===== src/rtl/pwm_ramp_ctrl.sv =====
`default_nettype none
// ============================================================================
// pwm_ramp_ctrl : valley-synchronous duty sequencer with soft start/stop ramp
// Rev 1.0
// ============================================================================
module pwm_ramp_ctrl #(
  parameter int W         = 8,
  parameter int RAMP_STEP = 1
) (
  input  logic         clk,
  input  logic         nrst,
  input  logic         tick,
  input  logic [W-1:0] carrier,
  input  logic         tgt_valid,
  input  logic [W-1:0] tgt_data,
  output logic         tgt_ready,
  input  logic         start,
  input  logic         stop,
  output logic [W-1:0] duty,
  output logic         busy,
  output logic [1:0]   state,
  output logic         period_evt
);

  typedef enum logic [1:0] {
    ST_OFF  = 2'd0,
    ST_RAMP = 2'd1,
    ST_HOLD = 2'd2,
    ST_STOP = 2'd3
  } state_t;

  localparam logic [W:0] STEP = (W+1)'(RAMP_STEP);

  state_t       state_q, state_d;
  logic [W-1:0] duty_q, duty_d;
  logic [W-1:0] target_q, target_d;
  logic [W-1:0] pend_q, pend_d;
  logic         pend_vld_q, pend_vld_d;
  logic         period_evt_q;

  logic         valley;
  logic         accept;
  logic [W-1:0] tgt_eff;
  logic [W:0]   duty_x, tgt_x, diff_x, step_res, dn_res;

  assign valley    = tick && (carrier == '0);
  assign tgt_ready = (state_q != ST_STOP) && !pend_vld_q;
  assign accept    = tgt_valid && tgt_ready;

  // Widened arithmetic so a step can never wrap past 0 or 2^W-1.
  always_comb begin
    tgt_eff = (valley && pend_vld_q) ? pend_q : target_q;
    duty_x  = {1'b0, duty_q};
    tgt_x   = {1'b0, tgt_eff};
    if (tgt_x >= duty_x) begin
      diff_x   = tgt_x - duty_x;
      step_res = (diff_x <= STEP) ? tgt_x : (duty_x + STEP);
    end else begin
      diff_x   = duty_x - tgt_x;
      step_res = (diff_x <= STEP) ? tgt_x : (duty_x - STEP);
    end
    dn_res = (duty_x > STEP) ? (duty_x - STEP) : '0;
  end

  always_comb begin
    state_d    = state_q;
    duty_d     = duty_q;
    target_d   = target_q;
    pend_d     = pend_q;
    pend_vld_d = pend_vld_q;

    // Promotion and acceptance are mutually exclusive: accept needs pending empty.
    if (valley && pend_vld_q) begin
      target_d   = pend_q;
      pend_vld_d = 1'b0;
    end
    if (accept) begin
      pend_d     = tgt_data;
      pend_vld_d = 1'b1;
    end

    case (state_q)
      ST_OFF: begin
        duty_d = '0;
        if (start && !stop) state_d = ST_RAMP;
      end
      ST_RAMP, ST_HOLD: begin
        if (stop) begin
          state_d    = ST_STOP;
          target_d   = '0;
          pend_vld_d = 1'b0;
        end else if (valley) begin
          duty_d  = step_res[W-1:0];
          state_d = (step_res == tgt_x) ? ST_HOLD : ST_RAMP;
        end
      end
      ST_STOP: begin
        if (valley) begin
          duty_d = dn_res[W-1:0];
          if (dn_res == '0) state_d = ST_OFF;
        end
      end
      default: state_d = ST_OFF;
    endcase
  end

  always_ff @(posedge clk or negedge nrst) begin
    if (!nrst) begin
      state_q      <= ST_OFF;
      duty_q       <= '0;
      target_q     <= '0;
      pend_q       <= '0;
      pend_vld_q   <= 1'b0;
      period_evt_q <= 1'b0;
    end else begin
      state_q      <= state_d;
      duty_q       <= duty_d;
      target_q     <= target_d;
      pend_q       <= pend_d;
      pend_vld_q   <= pend_vld_d;
      period_evt_q <= valley;
    end
  end

  assign duty       = duty_q;
  assign busy       = (state_q != ST_OFF);
  assign state      = state_q;
  assign period_evt = period_evt_q;

endmodule
`default_nettype wire


===== config.mk =====
export PLATFORM = sky130hd
export DESIGN_NAME = pwm_ramp_ctrl
export DESIGN_NICKNAME = d
export VERILOG_FILES = /design/src/rtl/pwm_ramp_ctrl.sv
export SDC_FILE = /design/constraint.sdc
export NUM_CORES = 1
export LEC_CHECK = 0
export CAP_MARGIN = 15
export CORE_MARGIN = 2
export CORE_UTILIZATION = 58
export CTS_BUF_LIST = sky130_fd_sc_hd__clkbuf_2
export DETAILED_ROUTE_END_ITERATION = 10
export PLACE_DENSITY = 0.89
export SLEW_MARGIN = 20
export SYNTH_ARGS = -nofsm -noshare
export SYNTH_HDL_FRONTEND = slang
export SYNTH_SLANG_ARGS = --single-unit
export TNS_END_PERCENT = 50

===== constraint.sdc =====
create_clock -name clk -period 6.54 [get_ports clk]
set_clock_uncertainty 0.2 [all_clocks]
set_input_delay 0.654 -clock clk [delete_from_list [all_inputs] [get_ports clk]]
set_output_delay 0.654 -clock clk [all_outputs]
set_load 0.005 [all_outputs]

==> results of run 1 <==
-- path summary, 6_finish.rpt --
check,from,end,cells past startpoint
max,carrier[1],state[0]$_DFFE_PN0P_,16
min,pend_q[7]$_DFFE_PN0P_,pend_q[7]$_DFFE_PN0P_,1
max reg2reg,pend_vld_q$_DFF_PN0_,state[0]$_DFFE_PN0P_,15
min reg2reg,pend_q[7]$_DFFE_PN0P_,pend_q[7]$_DFFE_PN0P_,1
max in group asynchronous,nrst,duty[7]$_DFFE_PN0P_,2
min in group asynchronous,nrst,pend_q[5]$_DFFE_PN0P_,2
-- power groups by stage --
stage	Combinational, W	Clock (W)	Sequential, W
CTS	0.00116	0.000105	0.000325
global route	0.00130	0.000112	0.000339
detailed placement	0.00115	0	0.000330
finish	0.00120	0.000104	0.000332
global placement	0.00114	0	0.000327
floorplan	0.000868	0	0.000273
-- layout by cell type, fill, tap and decap left out, types with 9 or more instances in the layout --
master / instances
clkdlybuf4s50_1: 34
inv_1: 33
nor2_1: 33
dfrtp_1: 28
nand2_1: 21
o21ai_0: 21
xnor2_1: 19
ha_1: 17
nor3_1: 14
a21oi_1: 12
o22ai_1: 11
mux2_2: 10
nand3_1: 9
buf_4: 9
-- through the flow --
step	instance area [µm²]	utilization [%]
3_5_place_dp	3324	69.92
5_1_grt	3369	70.87
3_3_place_gp	3324	69.92
2_1_floorplan	2882	-
4_1_cts	3369	70.87
6_report	3369	70.87
-- critical path: stages --
cell,delay [ps]
clkdlybuf4s50_1,450
or4b_4,590
nor3_4,400
mux2i_1,560
inv_1,190
ha_1,500
inv_1,140
nor3_1,430
a21oi_1,150
xnor2_1,180
o21ai_1,590
nor3_1,130
nor3_2,270
o22ai_1,140
a211oi_2,290
a41oi_1,170
-- sequential cells by signal, indices dropped and copies added (netlist names) --
register    flops
duty            8
pend_q          8
target_q        8
state           2
pend_vld_q      1
period_evt      1
-- layout make-up --
cell class	instances	area (µm²)	share of cell area, %
Clock inverter	1	30.03	0.8912
Clock buffer	3	15.01	0.4456
Timing Repair Buffer	43	407.9	12.11
Inverter	34	127.6	3.788
Multi-Input combinational cell	286	2004	59.49
Tap cell	67	83.83	2.488
Sequential cell	28	700.7	20.79
-- layer usage --
layer	up-vias	track usage, %	share of wire (%)
met5	-	0	0
met4	0	14.29	4.0
met3	49	7.859	11
met2	213	59.29	45
met1	1467	48.64	40
li1	1408	-	-
-- logic make-up after synthesis --
family                   count (synthesis)
AND/OR/NAND/NOR                        122
AO/OA/AOI/OAI                          111
buffers and inverters                   47
flip-flops                              28
XOR/XNOR                                20
adder cells (fa/ha/maj)                 18
multiplexers                            15
==> key figures, run 1 <==
Outcome
  • Status: finished clean

Floorplanning
  • Die width: 74.49 µm
  • Total die area: 5548 µm²
  • Die height: 74.49 µm
  • Initial Util: 60.61%
  • Core Area: 4755 µm²
  • Top Ports: 35
  • FP Rows: 25

Clock network
  • CTS Hold Bufs: 0
  • H-tree depth: 1
  • TritonCTS clock tree: yes
  • CTS Buffer Depth: 2
  • Number of buffers created by CTS: 3
  • PostCTS Resize Cnt: 0
  • Worst skew pair latency: 380 ps
  • Root Buffer Master: clkbuf_2
  • Clk pin slew, worst setup/hold paths: 270 ps
  • Clock sinks: 28
  • Post-CTS setup repair buffer count: 0

Worst setup path
  • CP Launch Type: input pin
  • Critical Path End Type: flop
  • CP arrival: 5840 ps
  • CP max FO: 10
  • Reg2Reg Setup Slack: 1060 ps
  • WS Path Type: input pin to flop
  • Critical path required time: 6580 ps

Drt
  • Routed WL: 9506 µm
  • Via density: 6.790
  • Routed wire per std cell: 20.58 µm
  • Post-DRT Antenna Nets: 0
  • Vias post-DR: 3,137
  • # DRC: 0
  • Initial DRC count: 339
  • First drt pass iteration count: 8

Timing
  • Count of final setup violators: 0
  • Final worst slack: 736.8 ps
  • Min Hold Slack: 377.3 ps
  • Fmax achieved: 172.3 MHz
  • Unrepaired setup endpoints after global routing: false
  • Slew @ Worst Pin: 951.7 ps
  • Crit share post-route: 88.73%
  • Total Neg Setup Slack: 0 ps
  • Pins Over Slew Limit: 0
  • Rel. slew slack: 35.88%
  • Fin crit period: 5803 ps
  • Final Hold Viols: 0

Power
  • Leakage Power: 1.456 nW
  • Maximum vdd drop: 375.0 µV
  • Net Sw Power: 0.0008423 W
  • Seq pwr share: 20.3%
  • Pwr Density: 485.2 nW/µm²
  • Power Total: 0.001635 W
  • Clock power frac: 6.4%
  • Net Sw Frac: 51.51%
  • Comb power frac: 73.3%
  • P_int: 0.0007927 W

Worst hold path
  • Hold Path Class: flop to flop

Job
  • Total of max-cap violations: 0

GRT
  • GRT Util Overall: 36.85%
  • Largest net degree at the start of global routing: 29
  • Vias in the first global route: 3,076
  • First-pass GRT wire length: 15,470 µm
  • GRT overflow: 0
  • Initial antenna violation count: 0

Final layout
  • Layout area overhead: 16.93%
  • Post-route insts no fill: 462
  • Layout cells sized above 1: 8.861%
  • Ant. Diodes: 0
  • Filler instances: 408
  • Layout Nets: 436

Synth
  • Mux share of post-synthesis cell area: 5.645%
  • Post-synthesis cell area: 2882 µm²
  • Simple-gate portion of the synthesized area: 22.49%
  • Register bit total from synthesis: 28
  • EDFF count, synth: 0
  • Seq/Total Area, Yosys: 24.32%
  • FFs w/ async S/R, synth: 100.0%
  • Synth top area share: 24.32%
  • Synth Warn #: 0
  • Syn Nets: 401
  • Synth Area in Adders: 8.076%
  • Netlist cell types: 61
  • Mapped Cells: 361
  • Top cells by area, synth: dfrtp_1 (24%), ha_1 (7.4%), xnor2_1 (5.8%)
  • Post-synthesis compound-gate area fraction: 27.27%
  • Top post-synthesis cells by count: inv_1 (33), nor2_1 (33), dfrtp_1 (28)
  • Cell taking the most area after synthesis: dfrtp_1
  • Synthesized area per cell: 7.982 µm²
  • Top_reg_cell synth: dfrtp_1
  • Largest family of logic cells by synthesized area: compound AO/OA/AOI/OAI gates
  • XOR/XNOR Fraction of Synth Area: 6.079%

Placed design
  • Routability-driven placement congestion ratio: 1.007
  • Detailed placement HPWL: 7434 µm
  • Pre-CTS setup slack: 496.8 ps
  • Placed cell count: 458
  • PortBufs: 34
No activity file was read; power rests on OpenSTA's default activity.
==> run 2, diff against run 1 <==
--- a/config.mk
+++ b/config.mk
@@ -5,13 +5,13 @@
 export SDC_FILE = /design/constraint.sdc
 export NUM_CORES = 1
 export LEC_CHECK = 0
+export ABC_AREA = 1
 export CAP_MARGIN = 15
 export CORE_MARGIN = 2
-export CORE_UTILIZATION = 58
+export CORE_UTILIZATION = 59
 export CTS_BUF_LIST = sky130_fd_sc_hd__clkbuf_2
 export DETAILED_ROUTE_END_ITERATION = 10
 export PLACE_DENSITY = 0.89
-export SLEW_MARGIN = 20
 export SYNTH_ARGS = -nofsm -noshare
 export SYNTH_HDL_FRONTEND = slang
 export SYNTH_SLANG_ARGS = --single-unit
==> key figures, run 2 <==
Clock network
  • Root Buffer Master: clkbuf_2
  • TritonCTS clock tree: yes
  • CTS Buffer Depth: 2 (unchanged)
  • CTS Hold Bufs: 0 (unchanged)
  • Post-CTS setup repair buffer count: 0 (unchanged)
  • Clock sinks: 28 (unchanged)
  • H-tree depth: 1 (unchanged)
  • PostCTS Resize Cnt: 0 (unchanged)
  • Clk pin slew, worst setup/hold paths: 280 ps (about the same)
  • Worst skew pair latency: 370 ps (about the same)
  • Number of buffers created by CTS: 3 (unchanged)

Final layout
  • Post-layout utilization of the core: 68.59% (-2.3 points)
  • Layout area overhead: 13.50%
  • Most frequent cells in the layout: nand2_1 (140), inv_1 (55), nand3_1 (47), nor2_1 (42), clkdlybuf4s50_1 (34)
  • Ant. Diodes: 0 (unchanged)
  • Filler instances: 459 (+13%)
  • Final Instance Area: 3481 µm² (+3.3%)
  • Layout Nets: 543 (+25%)
  • Layout cells sized above 1: 9.163% (+0.30 points)
  • Leading cell type in the layout, fill and taps excluded: nand2_1

Power
  • Leakage Power: 1.796 nW (+23%)
  • Maximum vdd drop: 351.4 µV (-6.3%)
  • Net Sw Power: 0.001012 W (+20%)
  • Comb power frac: 76.3% (+3.0 points)
  • P_int: 0.0007547 W (-4.8%)
  • Net Sw Frac: 57.29% (+5.8 points)
  • Pwr Density: 507.6 nW/µm² (+4.6%)
  • Seq pwr share: 17.6% (-2.7 points)
  • Clock power frac: 6.1% (-0.3 points)

Outcome
  • Status: finished clean

Worst setup path
  • Most frequent CP cell: nand2_1
  • CP arrival: 5020 ps (-820 ps)
  • Reg-to-reg startpoint: pend_vld_q$_DFF_PN0_
  • CP Buf/Inv Count: 3 (unchanged)
  • Critical Path End Type: flop
  • Worst R2R Path Depth: 21 (+6)
  • Critical Path End: state[0]$_DFFE_PN0P_
  • CP Launch Type: input pin
  • Critical Path, Cell by Cell: clkdlybuf4s50_1 > nor3_4 > nand3_2 > o21ai_1 > inv_1 > ha_1 > nand2_1 > a31oi_1 > o21ai_0 > a211oi_1 > nand3_1 > nor2_2 > nand2_1 > inv_1 > nand2_1 > nand3_1 > nand3_1 > nand2_1 > nand2_1 > nor2_1 > nand3_1 > nand2_1 > a21oi_1
  • WS Path Type: input pin to flop
  • Critical path required time: 6650 ps (+70 ps)
  • Cell family with most CP delay: simple AND/OR/NAND/NOR gates
  • Worst path max stage delay: 490 ps (-100 ps)
  • Reg2reg end: state[0]$_DFFE_PN0P_
  • CP max FO: 12 (+2)
  • Reg2Reg Setup Slack: 2150 ps (+1090 ps)
  • Crit. Startpoint: carrier[7]
  • CP max stage cell: o21ai_1
  • CP Depth: 23 (+7)

Synth
  • Top_reg_cell synth: dfrtp_1
  • Top post-synthesis cells by count: nand2_1 (140), inv_1 (55), nand3_1 (47)
  • Syn Nets: 516 (+29%)
  • Synth top area share: 22.85% (-1.5 points)
  • Register bit total from synthesis: 28 (unchanged)
  • Post-synthesis cell area: 3067 µm² (+6.4%)
  • EDFF count, synth: 0 (unchanged)
  • Cell taking the most area after synthesis: dfrtp_1
  • Synth Warn #: 0 (unchanged)
  • Seq/Total Area, Yosys: 22.85% (-1.5 points)
  • Synthesized area per cell: 6.443 µm² (-19%)
  • FFs w/ async S/R, synth: 100.0% (unchanged)
  • Netlist cell types: 38 (-38%)
  • Most instantiated library cell after synthesis: nand2_1
  • Top cells by area, synth: dfrtp_1 (23%), nand2_1 (17%), nand3_1 (7.7%)
  • Mapped Cells: 476 (+32%)

Placed design
  • Detailed placement HPWL: 7334 µm (-1.3%)
  • PortBufs: 34 (unchanged)
  • Placed inst area: 3436 µm² (+3.3%)
  • Pre-CTS setup slack: 1313 ps (+816.6 ps)
  • Routability-driven placement congestion ratio: 1.030 (+2.3%)

Timing
  • Count of final setup violators: 0 (unchanged)
  • Fmax achieved: 203.5 MHz (+18%)
  • Crit share post-route: 75.15% (-14 points)
  • Final worst slack: 1625 ps (+888.2 ps)
  • Total Neg Setup Slack: 0 ps (unchanged)
  • Final Hold Viols: 0 (unchanged)
  • Slew @ Worst Pin: 705.9 ps (-245.9 ps)
  • Pins Over Slew Limit: 0 (unchanged)
  • Unrepaired setup endpoints after global routing: false
  • Fin crit period: 4915 ps (-888.2 ps)
  • Rel. slew slack: 52.58% (+17 points)

Drt
  • Vias post-DR: 3,406 (+8.6%)
  • # DRC: 0 (unchanged)
  • Via density: 5.955 (-12%)
  • Routed WL: 9217 µm (-3.0%)
  • First drt pass iteration count: 5 (-3)
  • Initial DRC count: 310 (-8.6%)
  • Post-DRT Antenna Nets: 0 (unchanged)
  • Routed wire per std cell: 16.11 µm (-22%)

Floorplanning
  • FP Rows: 26 (+4.0%)
  • Core Area: 5075 µm² (+6.7%)
  • Die height: 76.10 µm (+2.2%)
  • Top Ports: 35 (unchanged)
  • Total die area: 5790 µm² (+4.4%)
  • Initial Util: 60.43% (-0.18 points)
  • Die width: 76.10 µm (+2.2%)

GRT
  • Initial antenna violation count: 0 (unchanged)
  • Largest net degree at the start of global routing: 29 (unchanged)
  • GRT Util Overall: 31.44% (-5.4 points)
  • Vias in the first global route: 3,171 (+3.1%)
  • First-pass GRT wire length: 14,830 µm (-4.1%)
  • GRT overflow: 0 (unchanged)

Worst hold path
  • Hold path startpoint: pend_q[7]$_DFFE_PN0P_
  • Hold Path Class: flop to flop

Job
  • Total of max-cap violations: 0 (unchanged)
## run 2: worst min-delay path by stage
stage                            end  slack (ps)  cells past startpoint
2_1_floorplan    duty[0]$_DFFE_PN0P_         160                      0
3_3_place_gp   pend_q[1]$_DFFE_PN0P_         290                      1
3_5_place_dp   pend_q[7]$_DFFE_PN0P_         300                      1
4_1_cts        pend_q[7]$_DFFE_PN0P_         350                      1
5_1_grt        pend_q[5]$_DFFE_PN0P_         370                      1
6_report       pend_q[7]$_DFFE_PN0P_         350                      1
## run 2: through the flow
step | std cells | hold WS, ps | power (W)
2_1_floorplan | 476 | 158.4 | 0.001272
3_5_place_dp | 568 | 296.8 | 0.001616
6_report | 572 | 345.3 | 0.001767
4_1_cts | 572 | 349.9 | 0.001728
5_1_grt | 572 | 367.4 | 0.001926
3_3_place_gp | 568 | 289.9 | 0.001599
## run 2: cell type report
class                           instances  area [µm²]  area share (%)
Inverter                               57       214.0           6.147
Timing Repair Buffer                   36       355.3           10.21
Clock buffer                            3       15.01          0.4313
Multi-Input combinational cell        377        2078           59.71
Clock inverter                          1       30.03          0.8627
Sequential cell                        28       700.7           20.13
Tap cell                               70       87.58           2.516
## run 2: routing by layer
metal	routed length (µm)	track usage (%)	part of all wire [%]	vias up
li1	-	-	-	1615
met1	3693	41.11	40	1538
met2	4327	53.84	47	200
met3	773	3.081	8.4	53
met4	422	12.18	4.6	0
met5	0	0	0	-
## run 2: cells by family after synthesis
logic type / count (synthesis) / synth area share (%)
buffers and inverters: 71 / 9.384
multiplexers: 7 / 2.571
XOR/XNOR: 10 / 2.856
AO/OA/AOI/OAI: 50 / 9.629
flip-flops: 28 / 22.85
AND/OR/NAND/NOR: 292 / 45.12
adder cells (fa/ha/maj): 18 / 7.589
## run 2: power by group through the flow
stage | clock network [W] | logic, W | registers [W]
after global placement | 0 | 0.00129 | 0.000309
after CTS | 0.000108 | 0.00131 | 0.000308
after detailed placement | 0 | 0.00130 | 0.000312
after global routing | 0.000113 | 0.00149 | 0.000318
final | 0.000108 | 0.00135 | 0.000311
after floorplan | 0 | 0.00101 | 0.000266
## run 2: worst reg2reg max path, stage by stage, from the launching register on
cell	delay (ps)
dfrtp_1	580
nand3_2	350
o21ai_1	490
inv_1	110
ha_1	430
nand2_1	130
a31oi_1	160
o21ai_0	110
a211oi_1	180
nand3_1	110
nor2_2	160
nand2_1	270
inv_1	220
nand2_1	90
nand3_1	80
nand3_1	80
nand2_1	100
nand2_1	50
nor2_1	140
nand3_1	140
nand2_1	80
a21oi_1	60
==> run 3, diff against run 2 <==
==> constraint.sdc (replaced) <==
create_clock -name clk -period 4.9 [get_ports clk]
set_clock_uncertainty 0.2 [all_clocks]
set_input_delay 0.49 -clock clk [delete_from_list [all_inputs] [get_ports clk]]
set_output_delay 0.49 -clock clk [all_outputs]
set_load 0.005 [all_outputs]
==> key figures, run 3 (synthesized netlist as in run 2, its figures left out) <==
Placed design
  • Placed inst area: 3548 µm² (+3.3%)
  • PortBufs: 34 (unchanged)
  • Placed cell count: 583 (+2.6%)
  • Detailed placement HPWL: 7560 µm (+3.1%)
  • Routability-driven placement congestion ratio: 0.9822 (-4.7%)

Clock network
  • Clock sinks: 28 (unchanged)
  • Root Buffer Master: clkbuf_2
  • PostCTS Resize Cnt: 0 (unchanged)
  • TritonCTS clock tree: yes
  • Number of buffers created by CTS: 3 (unchanged)
  • CTS Hold Bufs: 0 (unchanged)
  • Worst skew pair latency: 380 ps (about the same)
  • H-tree depth: 1 (unchanged)
  • CTS Buffer Depth: 2 (unchanged)
  • Post-CTS setup repair buffer count: 0 (unchanged)
  • Clk pin slew, worst setup/hold paths: 280 ps (about the same)

Timing
  • Crit share post-route: 92.28%
  • Fin crit period: 4522 ps
  • Final Hold Viols: 0 (unchanged)
  • Slew @ Worst Pin: 688.5 ps (-17.35 ps)
  • Rel. slew slack: 53.75% (+1.2 points)
  • Total Neg Setup Slack: 0 ps (unchanged)
  • Unrepaired setup endpoints after global routing: false
  • Fmax achieved: 221.2 MHz
  • Pins Over Slew Limit: 0 (unchanged)
  • Count of final setup violators: 0 (unchanged)

Worst setup path
  • Critical Path End Type: flop
  • Worst path max stage delay: 510 ps (+20 ps)
  • Reg2reg end: state[0]$_DFFE_PN0P_
  • Critical path required time: 5010 ps (-1640 ps)
  • WS Path Type: input pin to flop
  • Most frequent CP cell: nand2_1
  • CP max FO: 11 (-1)
  • Worst R2R Path Depth: 23 (+9.5%)
  • Reg-to-reg startpoint: pend_vld_q$_DFF_PN0_
  • CP Launch Type: input pin
  • Reg2Reg Setup Slack: 680 ps (-1470 ps)
  • CP arrival: 4630 ps (-390 ps)
  • CP max stage cell: clkdlybuf4s50_1

GRT
  • First-pass GRT wire length: 15,810 µm (+6.6%)
  • GRT Util Overall: 33.59% (+2.1 points)
  • Vias in the first global route: 3,258 (+2.7%)
  • Initial antenna violation count: 0 (unchanged)
  • Largest net degree at the start of global routing: 29 (unchanged)
  • GRT overflow: 0 (unchanged)

Final layout
  • Layout area overhead: 17.18%
  • Final Instance Area: 3593 µm² (+3.2%)
  • Post-route insts no fill: 587 (+2.6%)
  • Most frequent cells in the layout: nand2_1 (140), inv_1 (55), nand3_1 (47), nor2_1 (42), clkdlybuf4s50_1 (34)
  • Layout cells sized above 1: 11.80% (+2.6 points)
  • Ant. Diodes: 0 (unchanged)
  • Post-layout utilization of the core: 70.81% (+2.2 points)
  • Layout Nets: 558 (+2.8%)
  • Leading cell type in the layout, fill and taps excluded: nand2_1

Floorplanning
  • Die height: 76.10 µm (unchanged)
  • Die width: 76.10 µm (unchanged)
  • Core Area: 5075 µm² (unchanged)
  • Top Ports: 35 (unchanged)
  • Total die area: 5790 µm² (unchanged)
  • FP Rows: 26 (unchanged)
  • Initial Util: 60.43% (unchanged)

Drt
  • Routed WL: 9649 µm (+4.7%)
  • Routed wire per std cell: 16.44 µm (+2.0%)
  • Via density: 5.934 (-0.35%)
  • Vias post-DR: 3,483 (+2.3%)
  • First drt pass iteration count: 5 (unchanged)
  • Initial DRC count: 340 (+9.7%)
  • # DRC: 0 (unchanged)
  • Post-DRT Antenna Nets: 0 (unchanged)

Power
  • Clock power frac: 5.8% (-0.3 points)
  • Comb power frac: 77.2% (+0.9 points)
  • Seq pwr share: 17.0% (-0.6 points)
  • Net Sw Power: 0.001367 W (+35%)
  • Pwr Density: 679.6 nW/µm² (+34%)
  • P_int: 0.001075 W (+42%)
  • Net Sw Frac: 56.00% (-1.3 points)
  • Maximum vdd drop: 433.1 µV (+23%)
  • Leakage Power: 1.867 nW (+3.9%)

Job
  • Total of max-cap violations: 0 (unchanged)

Outcome
  • Status: finished clean

Worst hold path
  • Hold Path Class: input pin to async pin
run 3: changes by cell type in the layout (fill, tap and decap cells not counted), sizes merged:
cell	before	now
buf	2	17
run 3: area by class of cell:
cell class / instances / area, µm²
fillers: 441 / 1481
repair buffers: 51 / 467.9
well taps: 70 / 87.58
clock buffers: 3 / 15.01
flip-flops and latches: 28 / 700.7
inverters: 57 / 214.0
clock inverters: 1 / 30.03
multi-input cells: 377 / 2078
run 3: layer usage:
layer	vias up	GRT usage (%)	part of all wire, %
met5	-	0	0
met3	32	3.791	8.7
met4	0	13.09	4.4
met1	1613	46.32	42
met2	190	54.29	45
li1	1648	-	-
run 3: how the worst max path moves through the flow:
stage | slack, ps | start | end
finish | 380 | tick | state[0]$_DFFE_PN0P_
global route | 60 | carrier[5] | state[1]$_DFFE_PN0P_
CTS | 480 | carrier[5] | state[0]$_DFFE_PN0P_
detailed placement | 60 | carrier[5] | state[0]$_DFFE_PN0P_
global placement | 220 | carrier[5] | state[0]$_DFFE_PN0P_
floorplan | 1060 | carrier[1] | state[0]$_DFFE_PN0P_
run 3: worst max-delay path, delay by kind of cell:
family | cells | cell delay, ps
and+or+nand+nor | 16 | 2170
adders and majority gates | 1 | 430
AOI/OAI and AO/OA | 5 | 710
buffers and inverters | 4 | 840
run 3: power groups by stage:
stage	logic, W	registers (W)	clock network (W)
floorplan	0.00134	0.000355	0
global placement	0.00180	0.000411	0
detailed placement	0.00182	0.000413	0
CTS	0.00183	0.000409	0.000142
global route	0.00209	0.000422	0.000152
finish	0.00189	0.000414	0.000143
run 3: through the flow:
step	total power, W	setup slack (ps)	hold WS [ps]
2_1_floorplan	0.001697	1056	-5.591
3_3_place_gp	0.002209	221.9	288.8
3_5_place_dp	0.002235	58.56	301.9
4_1_cts	0.002384	478.0	250.1
5_1_grt	0.002661	56.86	250.9
6_report	0.002442	378.3	233.1
